<file path="src/rtl/pc_sequencer.sv">
// Program-counter sequencer with branch, jump, jump-register, call/return
// and a circular return-address stack.
module pc_sequencer #(
  parameter int unsigned      WIDTH        = 32,
  parameter int unsigned      RAS_DEPTH    = 4,
  parameter logic [WIDTH-1:0] RESET_VECTOR = '0
) (
  input  logic               clk,
  input  logic               reset,
  input  logic               stall,
  input  logic               br_en,
  input  logic               br_ne,
  input  logic               zero,
  input  logic [WIDTH-1:0]   imm,
  input  logic               jmp_en,
  input  logic [WIDTH-3:0]   jmp_tgt,
  input  logic               link,
  input  logic               jr_en,
  input  logic [WIDTH-1:0]   jr_addr,
  input  logic               ret_en,
  output logic [WIDTH-1:0]   pc,
  output logic [WIDTH-1:0]   pc_seq,
  output logic               ras_empty,
  output logic               ras_full,
  output logic               ras_err
);

  localparam int unsigned PTR_W = $clog2(RAS_DEPTH);
  localparam int unsigned CNT_W = $clog2(RAS_DEPTH + 1);

  typedef enum logic [2:0] {
    SRC_HOLD,
    SRC_JR,
    SRC_RET,
    SRC_JMP,
    SRC_BR,
    SRC_SEQ
  } src_t;

  logic [WIDTH-1:0] stack [RAS_DEPTH];
  // top_ptr names the next free slot; the top entry sits at top_ptr-1.
  // Pushing while full lands on the oldest slot, which gives the overwrite.
  logic [PTR_W-1:0] top_ptr;
  logic [CNT_W-1:0] count;

  src_t             src;
  logic             taken;
  logic             push;
  logic             pop;
  logic             err_next;
  logic [WIDTH-1:0] pc_next;
  logic [WIDTH-1:0] br_tgt;
  logic [WIDTH-1:0] ras_top;

  assign pc_seq    = pc + WIDTH'(4);
  assign taken     = br_en && (zero ^ br_ne);
  assign br_tgt    = pc_seq + (imm << 2);
  assign ras_top   = stack[top_ptr - PTR_W'(1)];
  assign ras_empty = (count == '0);
  assign ras_full  = (count == CNT_W'(RAS_DEPTH));

  // Pick the winning next-PC source by fixed priority.
  always_comb begin
    src      = SRC_SEQ;
    err_next = 1'b0;
    if (stall) begin
      src = SRC_HOLD;
    end else if (jr_en) begin
      src = SRC_JR;
    end else if (ret_en) begin
      // A return on an empty stack falls through to sequential and flags it.
      if (ras_empty) begin
        src      = SRC_SEQ;
        err_next = 1'b1;
      end else begin
        src = SRC_RET;
      end
    end else if (jmp_en) begin
      src = SRC_JMP;
    end else if (taken) begin
      src = SRC_BR;
    end
  end

  // Turn the chosen source into the next PC and stack push/pop strobes.
  always_comb begin
    pc_next = pc_seq;
    push    = 1'b0;
    pop     = 1'b0;
    case (src)
      SRC_HOLD: pc_next = pc;
      SRC_JR:   pc_next = jr_addr & ~WIDTH'(3);
      SRC_RET: begin
        pc_next = ras_top;
        pop     = 1'b1;
      end
      SRC_JMP: begin
        pc_next = {jmp_tgt, 2'b00};
        push    = link;
      end
      SRC_BR:   pc_next = br_tgt;
      default:  pc_next = pc_seq;
    endcase
  end

  // PC, stack bookkeeping and the error pulse.
  always_ff @(posedge clk or posedge reset) begin
    if (reset) begin
      pc      <= RESET_VECTOR;
      count   <= '0;
      top_ptr <= '0;
      ras_err <= 1'b0;
    end else begin
      pc      <= pc_next;
      ras_err <= err_next;
      if (push) begin
        top_ptr <= top_ptr + PTR_W'(1);
        if (!ras_full) count <= count + CNT_W'(1);
      end else if (pop) begin
        top_ptr <= top_ptr - PTR_W'(1);
        count   <= count - CNT_W'(1);
      end
    end
  end

  // Stack storage; contents are don't-care after reset, so no reset here.
  always_ff @(posedge clk) begin
    if (push) stack[top_ptr] <= pc_seq;
  end

endmodule
</file>
<file path="config.mk">
export PLATFORM = sky130hd
export DESIGN_NAME = pc_sequencer
export DESIGN_NICKNAME = d
export VERILOG_FILES = /design/src/rtl/pc_sequencer.sv
export SDC_FILE = /design/constraint.sdc
export NUM_CORES = 1
export LEC_CHECK = 0
export ABC_AREA = 1
export BUFFER_PORTS_ARGS = -buffer_cell sky130_fd_sc_hd__clkbuf_2
export CAP_MARGIN = 25
export CORE_MARGIN = 2
export CORE_UTILIZATION = 58
export DETAILED_ROUTE_END_ITERATION = 7
export PLACE_DENSITY = 0.82
export SYNTH_ARGS = -nofsm -noshare
export SYNTH_HDL_FRONTEND = slang
export SYNTH_SLANG_ARGS = --single-unit
</file>
<file path="constraint.sdc">
create_clock -name clk -period 3.98 [get_ports clk]
set_clock_uncertainty 0.1 [all_clocks]
set_input_delay 0.597 -clock clk [delete_from_list [all_inputs] [get_ports clk]]
set_output_delay 0.597 -clock clk [all_outputs]
set_load 0.02 [all_outputs]
</file>
After elaboration in Yosys (flattened, before gate mapping):

Memories as Yosys holds them, arrays and structs flattened.
Index checks and enable logic that the tools add are counted.

* register bits: 38
* memory bits (writable): 128
* input port bits: 104
* output and inout bits: 67
* logic and storage cells: 43
* memories: 1

Memories
* stack: depth 4, bits a word 32, rd ports 1, clocked after Yosys merged registers in 0, write ports 1, line 40 `logic [WIDTH-1:0] stack [RAS_DEPTH];`

* add/sub/neg operators: 6
* equality and inequality tests: 6
* muxes and demuxes: 20
* bitwise gates (word level): 1
* reductions and logical operators: 5

Operators with widths (count)
* one-hot mux 32 bit (5 select lines): 1
* adder 32 x 3 -> 32 bit, second input constant: 1
* adder 32 bit: 1
* two-way mux 3 bit: 8
* two-way mux 1 bit: 9
* equality test 3 x 2 -> 1 bit, second input constant: 2
* equality test 3 bit, second input constant: 2
* zero test 3 bit: 2
* two-way mux 2 bit: 2
* adder 3 x 1 -> 3 bit, second input constant: 1
* equality test 3 x 1 -> 1 bit, second input constant: 1
* subtractor 3 x 1 -> 3 bit, second input constant: 1
* adder 2 x 1 -> 2 bit, second input constant: 1
* inequality test 2 bit, second input constant: 1
* AND reduction 2 bit: 1
* nonzero test 2 bit: 1
* subtractor 2 x 1 -> 2 bit, second input constant: 1
* logical AND 1 bit: 1
* bitwise XOR 1 bit: 1

Depth between registers and ports, before layout:

Gate-level depths: netlist of the first run.

* depth in word-level cells: 11
* gate-level depth with buffers: 23
* mapped depth without buffers: 23

Worst setup path after synthesis of the first run:

OpenSTA, ideal clock, no wires.

* path type: flip-flop to flip-flop
* start: register pc[2]
* end: register pc[13]
* library setup time: 0.117 ns
* arrival: 3.064 ns
* data required time: 3.763 ns
* setup slack: 0.699 ns
* cell stages (with the launch flop): 18
* buffers on the path: 0
* period minus slack after synthesis: 3.281 ns
* cell sequence: dfrtp_1 inv_1 nor2_4 nand2_2 nor2_4 xor2_1 ha_1 nand2_1 inv_1 nand2_1 nand3_1 a21oi_1 nand2_1 or2_2 nand3_1 nand2_1 nand2_1 nand2_1

* longest elaborated chain between the ends: 3

RTL lines
* start: declaration: line 21 `output logic [WIDTH-1:0] pc,`
* start signal: assignment: line 114 `pc <= pc_next;`
* adder 32 x 3 -> 32 bit: line 55 `assign pc_seq = pc + WIDTH'(4);`
* net pc_seq[2]: line 22 `output logic [WIDTH-1:0] pc_seq,`
* adder 32 bit: line 57 `assign br_tgt = pc_seq + (imm << 2);`
* one-hot mux 32 bit (5 select lines): line 90 `case (src)`

The timed path passes the listed nets, and every way through them passes these cells.
A chain may end at the register's enable or synchronous reset.

Worst setup path after layout of the first run:

* start: register pc[2]
* end: register pc[29]

* longest elaborated chain between the ends: 3

RTL lines (line)
* adder 32 x 3 -> 32 bit (*): 55
* adder 32 bit: 57
* one-hot mux 32 bit (5 select lines) (*): 90

Mark *: on every way between the ends. The rest lies on a longest branch, timed or not.

==> results.ini, run 1 <==
[clocking]
cts.path.max_buffers = 2
clkSinkCount = 166
postCtsSetupBuffers = 0
ctsResizeCount = 0
cts_buffers = 17
path_clk_slew_ps = 70
insertion_delay_ps = 430
cts.hold.buffers_added = 0
cts_tree = built
cts-root-buf = clkbuf_16
cts_htree_levels = 4

[finish]
nets = 1689
fin_area_sq_um = 12300
drive_gt1_share_pct = 16.7
area_growth_pct = 16.4
final_common_cell = nand2_1
layout_common_cells = 419 x nand2_1, 194 x nor2_1, 166 x clkbuf_2, 145 x inv_1, 128 x edfxtp_1
num_antenna_cells = 0

[timing]
slew_viol_final = 0
max_freq_ghz = 0.277
final.setup.tns_ps = 0
tightest_slew_ps = 1070
period_needed_ps = 3610
setup_violations = 0
finalHoldViolations = 0
max_slew_margin_pct = 28.3
rsz0062_at_grt = no
post-route-period-util_pct = 90.6

[floorplan]
rows = 49
die_w_microns = 139
core-area_sq_um = 17900
initial_utilization_pct = 58.8
die_h_microns = 139
ios = 171
die_area_sq_um = 19200

[global_route]
gr-usage-met2_pct = 55.8
grt_util_all_layers_pct = 33.8
grt_overflow_total = 0
grtUsageMet1_pct = 44.0
antenna_found_initial = 0
grt_pass1_wl_microns = 50300
grt_max_degree = 68
top_usage_layer = met2
grtUsageMet3_pct = 6.94
grt_pass1_vias = 9441

[critical_path]
cp.required_ps = 4240
startpoint_type = flip-flop
cp_max_fo = 6
timing.critical_path.from = pc[2]
crit_arrival_ps = 3860
rr_worst_depth = 18
crit_path_end_kind = flip-flop
r2r_start = pc[2]
worstSetupPathType = flip-flop to flip-flop

[routing]
drtPass1Iterations = 8
post_drt_wl_per_cell_microns = 18.3
via_count = 10237
drc = 0
drt_iter0_drc = 982
viasPerCell = 5.74
routed_wl_microns = 32700
postRouteAntennaNets = 0

[placement]
port_buffers = 166
dpl_cell_area_sq_um = 11600
hpwl_microns = 23800
place_congestion = 0.990

[logic_synthesis]
synth_cells = 1374
synth_seq_cells = 166
syn-cell-area_sq_um = 10500
synth_warnings = 0
syn_avg_cell_area_sq_um = 7.66
seq_area_frac_synth_pct = 45.6
synthDistinctLibCells = 37
synth_nets = 1522

[power]
p_leak_nw = 5.74
power_density_nw_per_um2 = 610
ir_worst_vdd_mv = 0.420
finalPower_mw = 7.47

[run]
maxCapViolCount = 0

[outcome]
status = finished, final reports clean

[hold_path]
hold_class = input port to async pin

worst paths after layout:
path                              end  slack [ps]
setup / recovery               pc[29]         370
hold / removal                 pc[20]         180
setup reg to reg               pc[29]         370
hold reg to reg              count[2]         470
max in group asynchronous  top_ptr[0]        3160
min in group clk              ras_err         360
registers in the layout, summed over array words and instances, names as in the netlist:
register	count
stack	128
pc	32
count	3
ras_err	1
top_ptr	2
synthesized netlist by cell type:
cell | count | share of area [%]
nand2_1 | 419 | 15
nor2_1 | 199 | 7.1
inv_1 | 146 | 5.2
edfxtp_1 | 128 | 37
nand3_1 | 97 | 4.6
o21ai_0 | 81 | 3.9
a21oi_1 | 42 | 2.0
ha_1 | 42 | 5.0
dfrtp_1 | 38 | 9.0
o22ai_1 | 32 | 1.9
clkbuf_1 | 20 | 0.71
nand4_1 | 18 | 1.1
xor2_1 | 14 | 1.2
buf_2 | 12 | 0.57
xnor2_1 | 12 | 1.0
buf_4 | 9 | 0.64
or2_2 | 8 | 0.48
nand3b_1 | 7 | 0.50
nor3_1 | 7 | 0.33
inv_2 | 6 | 0.21
nor2_4 | 6 | 0.64
nand2_2 | 4 | 0.24
o21bai_1 | 4 | 0.29
nor2_2 | 3 | 0.18
o21ai_1 | 3 | 0.14
a21o_1 | 2 | 0.14
a22o_1 | 2 | 0.17
and2_1 | 2 | 0.12
fa_1 | 2 | 0.38
nand2_4 | 2 | 0.21
a31oi_1 | 1 | 0.059
buf_6 | 1 | 0.11
nand3_4 | 1 | 0.17
nor3_2 | 1 | 0.095
nor3b_1 | 1 | 0.071
o211ai_1 | 1 | 0.071
o21ai_2 | 1 | 0.083
per-stage QoR:
stage	worst slack, ps	hold WS (ps)	utilization [%]	instances
final	374	178	68.4	1783
after detailed placement	475	450	64.9	1751
after floorplan	699	412	-	1374
after global placement	546	436	64.9	1751
after CTS	436	190	68.4	1783
after global routing	151	216	68.4	1783
critical path: stages (launching register included):
cell     delay [ps]
dfrtp_1         450
ha_1            200
inv_1            60
nor3_1          510
nand3_1         240
xor2_1          280
inv_1           190
ha_1            370
nand2_1         130
inv_1            50
nand2_1          50
nand2_1          70
a21oi_1         260
nor2_1           70
nor2_1          140
nand2_1          70
nand2_1          60
nand3_1          90
a21oi_1         170
kinds of logic (layout without fill, tap and decap cells):
logic type | count (synthesis) | in the layout | synth area share, %
XOR/XNOR | 26 | 26 | 2.16
buffers and inverters | 194 | 374 | 7.45
AND/OR/NAND/NOR | 775 | 775 | 30.8
adder cells (fa/ha/maj) | 44 | 44 | 5.37
AO/OA/AOI/OAI | 169 | 169 | 8.70
flip-flops | 166 | 166 | 45.6
final cells by class:
cell class | instances | area [sq um]
Clock inverter | 15 | 205
Clock buffer | 17 | 425
Tap cell | 229 | 287
Timing Repair Buffer | 190 | 1010
Fill cell | 1522 | 5650
Sequential cell | 166 | 4800
Multi-Input combinational cell | 1014 | 4960
Inverter | 152 | 571
power breakdown:
| part | switching (mW) | internal [mW] |
|---|---|---|
| combinational | 2.36 | 1.04 |
| clock | 0.746 | 1.02 |
| sequential | 0.189 | 2.11 |
per-layer routing:
metal / part of all wire [%] / up-vias
met5: 0 / -
met4: 3.9 / 0
met3: 11 / 103
met2: 47 / 619
met1: 39 / 4687
li1: - / 4828
Power figures use the tool's default switching activity.
==> run 2, diff against run 1 <==
--- a/config.mk
+++ b/config.mk
@@ -12,6 +12,7 @@
 export CORE_UTILIZATION = 58
 export DETAILED_ROUTE_END_ITERATION = 7
 export PLACE_DENSITY = 0.82
+export RECOVER_POWER = 100
 export SYNTH_ARGS = -nofsm -noshare
 export SYNTH_HDL_FRONTEND = slang
 export SYNTH_SLANG_ARGS = --single-unit
==> run 2 against run 1 <==
Effect of this change:
- the run now ends with max-capacitance violations, max-slew violations left
- die area unchanged
- combinational power decreased by 2%
- final cell count unchanged
- cell area decreased by 1.6%
- flip-flop and latch count unchanged
- worst setup slack improved by 13 ps
- global-route usage unchanged
- largest cell class unchanged
- hold slack improved by 170 ps
==> results.ini, run 2 (synthesis results as in run 1) <==
[timing]
tightest_slew_ps = 2520
post-route-period-util_pct = 90.3
slew_viol_final = 68
max_freq_ghz = 0.278
whs_ps = 351
final.setup.tns_ps = 0
period_needed_ps = 3590
finalHoldViolations = 0
rsz0062_at_grt = no
setup_violations = 0
max_slew_margin_pct = -68.1

[floorplan]
die_area_sq_um = 19200
die_h_microns = 139
initial_utilization_pct = 58.8
core-area_sq_um = 17900
die_w_microns = 139
ios = 171
rows = 49

[critical_path]
cp.required_ps = 4240
cp_max_fo = 6
crit_arrival_ps = 3850
crit_path_end_kind = flip-flop
startpoint_type = flip-flop
worstSetupPathType = flip-flop to flip-flop

[power]
power_density_nw_per_um2 = 614
intPower_mw = 4.11
p_sw_share_pct = 44.5
ir_worst_vdd_mv = 0.422
power_frac_comb_pct = 45.0
p_leak_nw = 5.46
p_clk_share_pct = 23.9
switching_power_mw = 3.30
seq_power_share_pct = 31.1

[global_route]
grt_pass1_wl_microns = 50300
grt_max_degree = 68
grt_overflow_total = 0
grt_pass1_vias = 9441
antenna_found_initial = 0
grt_util_all_layers_pct = 33.8

[clocking]
insertion_delay_ps = 430
cts.hold.buffers_added = 0
path_clk_slew_ps = 70
clkSinkCount = 166
cts_tree = built
postCtsSetupBuffers = 0
cts.path.max_buffers = 2
cts_buffers = 17
cts_htree_levels = 4
ctsResizeCount = 0
cts-root-buf = clkbuf_16

[finish]
final_common_cell = nand2_1
num-fill-cells = 1593
largest_register_ffs = 128
reg_top3 = stack: 128 flops, pc: 32 flops, count: 3 flops
nets = 1689
multi_input_area_sq_um = 4900
num_antenna_cells = 0
layout_common_cells = 423 x nand2_1, 200 x nor2_1, 146 x inv_1, 128 x edfxtp_1, 100 x clkbuf_2
drive_gt1_share_pct = 10.6
regArea_sq_um = 4800
top_register = stack
area_growth_pct = 14.5

[routing]
viasPerCell = 5.72
postRouteAntennaNets = 0
drtPass1Iterations = 6
drt_iter0_drc = 992
post_drt_wl_per_cell_microns = 18.3
drc = 0
via_count = 10191
routed_wl_microns = 32700

[outcome]
failed_checks = max-capacitance violations, max-slew violations
status = finished with violations

[hold_path]
hold_class = input port to flip-flop

[placement]
place_congestion = 0.990
port_buffers = 166
hpwl_microns = 23800

[run]
maxCapViolCount = 2

run 2: cell types whose count changed in the layout (fill, tap and decap cells not counted), sizes merged:
cell	previous run	this run
buf	24	8
clkbuf	183	199
run 2: through the flow:
stage               area [sq um]  power (mW)  worst slack [ps]  utilization (%)  instances
global route               12100        7.80              78.4             67.3       1783
finish                     12100        7.40               387             67.3       1783
global placement           11600        5.52               546             64.9       1751
detailed placement         11600        5.64               475             64.9       1751
CTS                        12300        7.41               436             68.4       1783
floorplan                  10500        4.59               699                -       1374
run 2: worst paths after layout:
kind	startpoint	to	slack (ps)	cells after the start
worst min register to register	pc[3]	pc[3]	460	2
worst min-delay path	jr_en	ras_err	350	2
min in group asynchronous	reset	pc[20]	960	3
worst max-delay path	pc[2]	pc[29]	390	18
worst max register to register	pc[2]	pc[29]	390	18
max in group asynchronous	reset	top_ptr[0]	1190	3
run 2: layout make-up:
class / count / share of cell area [%]
clock buffer: 17 / 3.53
multi-input combinational: 1014 / 40.7
timing repair buffer: 190 / 7.20
sequential: 166 / 39.8
clock inverter: 15 / 1.70
tap: 229 / 2.38
inverter: 152 / 4.73
run 2: worst max-delay path, cell delays in order, from the launching register on:
cell and delay (ps):
dfrtp_1 440, ha_1 200, inv_1 60, nor3_1 500, nand3_1 240, xor2_1 280, inv_1 180, ha_1 360
nand2_1 130, inv_1 50, nand2_1 50, nand2_1 70, a21oi_1 260, nor2_1 70, nor2_1 140, nand2_1 70
nand2_1 60, nand3_1 90, a21oi_1 170
run 2: power groups by stage:
stage / Combinational (mW) / Sequential, mW / Clock, mW
6_report: 3.33 / 2.30 / 1.77
4_1_cts: 3.35 / 2.30 / 1.76
5_1_grt: 3.65 / 2.32 / 1.83
3_5_place_dp: 3.31 / 2.33 / 0
2_1_floorplan: 2.20 / 2.38 / 0
3_3_place_gp: 3.20 / 2.33 / 0
run 2: metal layers:
metal,track usage [%],vias to the layer above,share of wire [%]
li1,-,4826,-
met1,44.0,4654,39
met2,55.8,616,47
met3,6.94,95,11
met4,13.6,0,3.8
met5,0,-,0
